### config.mk
export PLATFORM = sky130hd
export DESIGN_NAME = multicycle_sequencer
export DESIGN_NICKNAME = d
export VERILOG_FILES = /design/src/rtl/multicycle_sequencer_pkg.sv /design/src/rtl/seq_ctrl_decode.sv /design/src/rtl/multicycle_sequencer.sv
export SDC_FILE = /design/constraint.sdc
export NUM_CORES = 1
export LEC_CHECK = 0
export CAP_MARGIN = 10
export CORE_UTILIZATION = 45
export DETAILED_ROUTE_END_ITERATION = 8
export HOLD_SLACK_MARGIN = 0.15
export PLACE_DENSITY = 0.79
export SLEW_MARGIN = 20
export SYNTH_ARGS = -nofsm -noshare
export SYNTH_HDL_FRONTEND = slang
export SYNTH_SLANG_ARGS = --single-unit
### constraint.sdc
create_clock -name clock -period 1.9 [get_ports clock]
set_input_delay 0.19 -clock clock [delete_from_list [all_inputs] [get_ports clock]]
set_output_delay 0.19 -clock clock [all_outputs]
set_load 0.01 [all_outputs]
### src/rtl/multicycle_sequencer_pkg.sv
// Shared definitions for the multi-cycle sequencer: opcodes, state encodings,
// the strobe bundle and the immediate sign-extension helper.
package multicycle_sequencer_pkg;

  localparam logic [1:0] OP_ADD    = 2'b00;
  localparam logic [1:0] OP_LOAD   = 2'b01;
  localparam logic [1:0] OP_STORE  = 2'b10;
  localparam logic [1:0] OP_BRANCH = 2'b11;

  typedef enum logic [2:0] {
    StIdle   = 3'd0,
    StFetch  = 3'd1,
    StDecode = 3'd2,
    StExec   = 3'd3,
    StMem    = 3'd4,
    StWb     = 3'd5,
    StDone   = 3'd6,
    StHalt   = 3'd7
  } state_e;

  // Datapath strobes that depend only on state and opcode.
  typedef struct packed {
    logic fetch_req;
    logic reg_write;
    logic reg_dst;
    logic alu_src;
    logic mem_read;
    logic mem_write;
    logic mem_to_reg;
    logic pc_write;
    logic pc_src_branch;
  } strobes_t;

  // 2-bit immediate {ir[1], ir[0]} sign-extended to 8 bits (-2..+1).
  function automatic logic [7:0] sext_imm(input logic [1:0] field);
    return {{7{field[1]}}, field[0]};
  endfunction

endpackage

### src/rtl/seq_ctrl_decode.sv
// Combinational strobe decoder: maps the current state and opcode to the
// datapath control strobes. Everything not listed for a state stays 0.
module seq_ctrl_decode
  import multicycle_sequencer_pkg::*;
(
  input  state_e     state_i,
  input  logic [1:0] op_i,
  output strobes_t   strobes_o
);

  // Moore decode of state and opcode into the strobe set
  always_comb begin
    strobes_o = '0;
    unique case (state_i)
      StFetch: strobes_o.fetch_req = 1'b1;
      StMem: begin
        if (op_i == OP_LOAD) begin
          strobes_o.alu_src  = 1'b1;
          strobes_o.mem_read = 1'b1;
        end else if (op_i == OP_STORE) begin
          strobes_o.alu_src   = 1'b1;
          strobes_o.mem_write = 1'b1;
        end
      end
      StWb: begin
        strobes_o.reg_write = 1'b1;
        if (op_i == OP_ADD) begin
          strobes_o.reg_dst = 1'b1;
        end else if (op_i == OP_LOAD) begin
          strobes_o.alu_src    = 1'b1;
          strobes_o.mem_to_reg = 1'b1;
        end
      end
      StDone: begin
        strobes_o.pc_write      = 1'b1;
        strobes_o.pc_src_branch = (op_i == OP_BRANCH);
      end
      default: ;
    endcase
  end

endmodule

### src/rtl/multicycle_sequencer.sv
// Multi-cycle control FSM for the 8-bit, 4-register datapath. Steps each
// instruction through fetch/decode/exec/mem/wb/done, handles memory
// handshakes with a bounded wait, and counts retired instructions.
module multicycle_sequencer
  import multicycle_sequencer_pkg::*;
#(
  parameter int unsigned WAIT_LIMIT   = 15,
  parameter int unsigned COUNT_W      = 16,
  parameter int unsigned HALT_ON_SELF = 1
) (
  input  logic               clock,
  input  logic               reset,
  input  logic               run,
  input  logic               step,
  input  logic               instr_valid,
  input  logic [7:0]         instr,
  input  logic               mem_ready,
  output logic               fetch_req,
  output logic               ir_write,
  output logic [7:0]         ir,
  output logic               reg_write,
  output logic               reg_dst,
  output logic               alu_src,
  output logic               mem_read,
  output logic               mem_write,
  output logic               mem_to_reg,
  output logic               pc_write,
  output logic               pc_src_branch,
  output logic               busy,
  output logic               halted,
  output logic               fault,
  output logic [2:0]         state,
  output logic [COUNT_W-1:0] instr_count
);

  localparam int unsigned WaitW = $clog2(WAIT_LIMIT + 1);
  localparam logic [WaitW-1:0] WaitLast = WaitW'(WAIT_LIMIT - 1);

  state_e             state_q, state_d;
  logic [7:0]         ir_q, ir_d;
  logic [COUNT_W-1:0] count_q, count_d;
  logic [WaitW-1:0]   wait_q, wait_d;
  logic               fault_q, fault_d;
  logic               ir_load;
  strobes_t           strobes;

  // Next-state, IR capture, wait counter, fault and retire counter
  always_comb begin
    state_d = state_q;
    ir_d    = ir_q;
    count_d = count_q;
    wait_d  = wait_q;
    fault_d = fault_q;
    ir_load = 1'b0;
    unique case (state_q)
      StIdle: begin
        if (run || step) state_d = StFetch;
      end
      StFetch: begin
        if (instr_valid) begin
          ir_load = 1'b1;
          ir_d    = instr;
          state_d = StDecode;
        end
      end
      StDecode: state_d = StExec;
      StExec: begin
        // Clear the wait counter so every MEM visit starts from zero
        wait_d = '0;
        unique case (ir_q[7:6])
          OP_ADD:            state_d = StWb;
          OP_LOAD, OP_STORE: state_d = StMem;
          default: begin
            // Self-branch (offset -1) would spin forever; park in HALT unretired
            if ((HALT_ON_SELF != 0) && (ir_q[1:0] == 2'b11)) state_d = StHalt;
            else                                             state_d = StDone;
          end
        endcase
      end
      StMem: begin
        if (mem_ready) begin
          state_d = (ir_q[7:6] == OP_LOAD) ? StWb : StDone;
        end else if (wait_q == WaitLast) begin
          fault_d = 1'b1;
          state_d = StHalt;
        end else begin
          wait_d = wait_q + WaitW'(1);
        end
      end
      StWb: state_d = StDone;
      StDone: begin
        count_d = count_q + COUNT_W'(1);
        state_d = run ? StFetch : StIdle;
      end
      StHalt: state_d = StHalt;
      default: state_d = StIdle;
    endcase
  end

  // State registers with synchronous reset taking priority over everything
  always_ff @(posedge clock) begin
    if (reset) begin
      state_q <= StIdle;
      ir_q    <= '0;
      count_q <= '0;
      wait_q  <= '0;
      fault_q <= 1'b0;
    end else begin
      state_q <= state_d;
      ir_q    <= ir_d;
      count_q <= count_d;
      wait_q  <= wait_d;
      fault_q <= fault_d;
    end
  end

  seq_ctrl_decode u_decode (
    .state_i   (state_q),
    .op_i      (ir_q[7:6]),
    .strobes_o (strobes)
  );

  assign fetch_req     = strobes.fetch_req;
  assign ir_write      = ir_load;
  assign ir            = ir_q;
  assign reg_write     = strobes.reg_write;
  assign reg_dst       = strobes.reg_dst;
  assign alu_src       = strobes.alu_src;
  assign mem_read      = strobes.mem_read;
  assign mem_write     = strobes.mem_write;
  assign mem_to_reg    = strobes.mem_to_reg;
  assign pc_write      = strobes.pc_write;
  assign pc_src_branch = strobes.pc_src_branch;
  assign busy          = (state_q != StIdle) && (state_q != StHalt);
  assign halted        = (state_q == StHalt);
  assign fault         = fault_q;
  assign state         = state_q;
  assign instr_count   = count_q;

endmodule

==> metrics.cfg <==
[run_status]
outcome=complete, no violations

[timing]
maxSlewViolCount=0
setup_viol=0
fin_crit_sh_pct=96.6
maxSlewHeadroom_pct=72.9
tightest_slew_ns=0.405
clock_skew_ns=0.00680
tns_ns=0
fmax_mhz=545
hold_viol=0
fin_crit_ns=1.84

[critical_path]
cp-start-kind=flip-flop
critPathMaxFanout=7
slowest_delay_ns=0.53
worstPathRequired_ns=1.71
path_class=flip-flop to output pin
crit_family=buffers and inverters
crit_arrival_ns=1.65
path_buf_inv=2
crit_slowest_cell=clkdlybuf4s50_1
critPathCaptureType=output pin
cp_cell_sequence=nor3b_4 > nand2_1 > clkinv_1 > clkdlybuf4s50_1

[pwr]
leakagePower_uw=0.000995
pwr-share-clk_pct=32.5
powerDensity_nw_per_um2=654
ir_worst_vdd_mv=0.439
p_sw_share_pct=27.2
p_seq_share_pct=46.1
intPower_uw=1160
pwr-share-comb_pct=21.3
p_sw_uw=434

[logic_synthesis]
synth_top_family_by_area=simple AND/OR/NAND/NOR gates
synth_compound_area_share_pct=12.7
synthFlopType=dfxtp_1
synth_xor_area_share_pct=5.90
yosys_warnings=0
synthTopCellsByArea=dfxtp_1, nand2_1, a21oi_1, ha_1, nor2_1
synth_fa_ha_area_share_pct=5.36
ys_ff_latch=32
yosysTopAreaCellShare_pct=39.2
synth-edff-count=0
synth-simple-area-share_pct=30.9
synth_fp_nets=218
synth_async_sr_flop_share_pct=0
ys_seq_area_share_pct=39.2
postSynthCellCount=197
postSynthAreaPerCell_um2=8.29
netlist-cell-type-count=44
synth_top_area_cell=dfxtp_1
synth_mux_area_share_pct=1.30
synth.cell_area_um2=1630

[route]
vias=1633
routed_wl_mm=3.96
drt_iter0_markers=76
route.detailed.drc=0
drt_pass1_iterations=4
wire_per_inst_um=12.6
drtAntennaViolNets=0
via_per_inst=5.20

[final_layout]
fin_nets=288
final_cells=314
area_growth_pct=49.1
drive_gt1_share_pct=15.7
diodes=0
num-fill-cells=288

[clock_network]
path_clk_slew_ns=0.10
clk_path_buf_depth=2
numCtsBuffers=5
cts_hold_buffers=0
htree_levels=2
clkLatencyLatePin_ns=0.34
cts_root_buf=clkbuf_4
tritoncts=yes
numClockSinks=32

[global_routing]
first_global_vias=1536
grt_usage_pct=21.5
grt_pass1_wl_mm=6.64
antenna_found_initial=0
grt-ovfl-total=0
grt_max_degree=15

[flow_run]
maxCapViolCount=0

[placed_design]
hpwl_mm=2.83
routabilityCongestion=0.774
port_buffers=53
place_inst=301

[floorplanning]
die_h_um=62.3
dieArea_um2=3880
fp.coreArea_um2=3420
rows=21
io-pin-count=54
start_util_pct=47.8
chipWidth_um=62.3

[min_path]
min_path_type=primary input to flip-flop

-- cells by family (layout without fill, tap and decap cells) --
logic type | after synthesis | after routing
DFF | 32 | 32
buffers and inverters | 17 | 88
AOI/OAI and AO/OA | 34 | 34
and+or+nand+nor | 94 | 94
xor gates and xnor gates | 11 | 11
muxes | 2 | 2
adders and majority gates | 7 | 7
-- final timing paths --
path	start	endpoint	slack, ns	depth (start not counted)
setup / recovery	state[0]	ir_write	0.06	4
hold / removal	instr[6]	ir[6]	0.38	3
setup reg to reg	wait_q[0]	wait_q[0]	0.21	5
hold reg to reg	ir[4]	ir[4]	0.46	2
-- power by group through the flow --
stage	Combinational, uW	Sequential, uW	Clock (uW)
after floorplan	148	740	0
after global placement	301	746	0
after detailed placement	302	747	0
after CTS	306	741	533
after global routing	372	739	565
final	340	735	518
-- sequential cells by signal, summed over array words and instances, names as in the netlist, named ones only --
name / cells
fault: 1
ir: 8
wait_q: 4
state: 2
instr_count: 16
-- synth_stat cells, drive strengths merged (3+ instances only) --
library cell  instances
o21ai                 3
nor2                 19
a21oi                18
dfxtp                32
clkbuf                5
buf                   3
xnor2                 5
and2                  5
nor3                  4
nand3                 7
inv                   8
a31oi                 3
xor2                  6
and3                  4
nand2                30
nand4                 4
nor3b                 3
ha                    7
nand2b                4
-- repair_timing --
item | 4_1_cts | 5_1_grt
buffers inserted | 0 | 5
endpoints found under the setup margin | 12 | 6
endpoints found under the hold margin | 0 | 0
gates resized for setup | 16 | 6
-- worst reg2reg max path, stage by stage (launching register included) --
cell and delay (ns):
dfxtp_1 0.44, inv_1 0.07, ha_1 0.21, a31oi_1 0.36, a31oi_1 0.15, a2111oi_0 0.36
-- per-layer routing --
metal  GRT usage [%]  share of wire (%)  vias to the layer above
li1                -                  -                      825
met4            8.72                1.8                        0
met5               0                  0                        -
met2            34.8                 47                       49
met3            7.17                6.9                        9
met1            26.0                 45                      750
-- layout make-up --
class	instances	area, um^2	area share (%)
Tap cell	46	57.6	2.36
Timing Repair Buffer	71	661	27.1
Inverter	9	33.8	1.39
Clock inverter	2	35.0	1.44
Multi-Input combinational cell	148	953	39.1
Sequential cell	32	654	26.9
Clock buffer	6	41.3	1.69
-- layout by cell type (no fill, tap or decap), types with 2 or more instances in the layout --
cell and count:
clkdlybuf4s50_1 46, nand2_1 29, dfxtp_1 27, nor2_1 18, a21oi_1 18, buf_4 15
inv_1 8, nand3_1 7, xor2_1 6, ha_1 6, and2_1 5, xnor2_1 5
clkbuf_4 5, and3_1 4, nor3_1 4, dlygate4sd2_1 4, nand4_1 3, nand2b_1 3
o21ai_0 3, a31oi_1 3, dfxtp_4 3, dlymetal6s2s_1 3, clkbuf_2 3, nor3b_4 2
o31ai_1 2, or4_1 2, and4_1 2, or3_1 2, dfxtp_2 2
-- per-stage QoR --
step	hold WS [ns]	total power, uW	cell area, um^2	setup WS (ns)	utilization, %
CTS	0.372	1580	2390	0.00375	69.9
detailed placement	0.452	1050	2280	0.151	66.7
floorplan	0.326	888	1630	0.275	-
global placement	0.442	1050	2280	0.196	66.7
global route	0.365	1680	2440	-0.00278	71.3
finish	0.381	1590	2440	0.0648	71.3
Power figures use the tool's default switching activity.
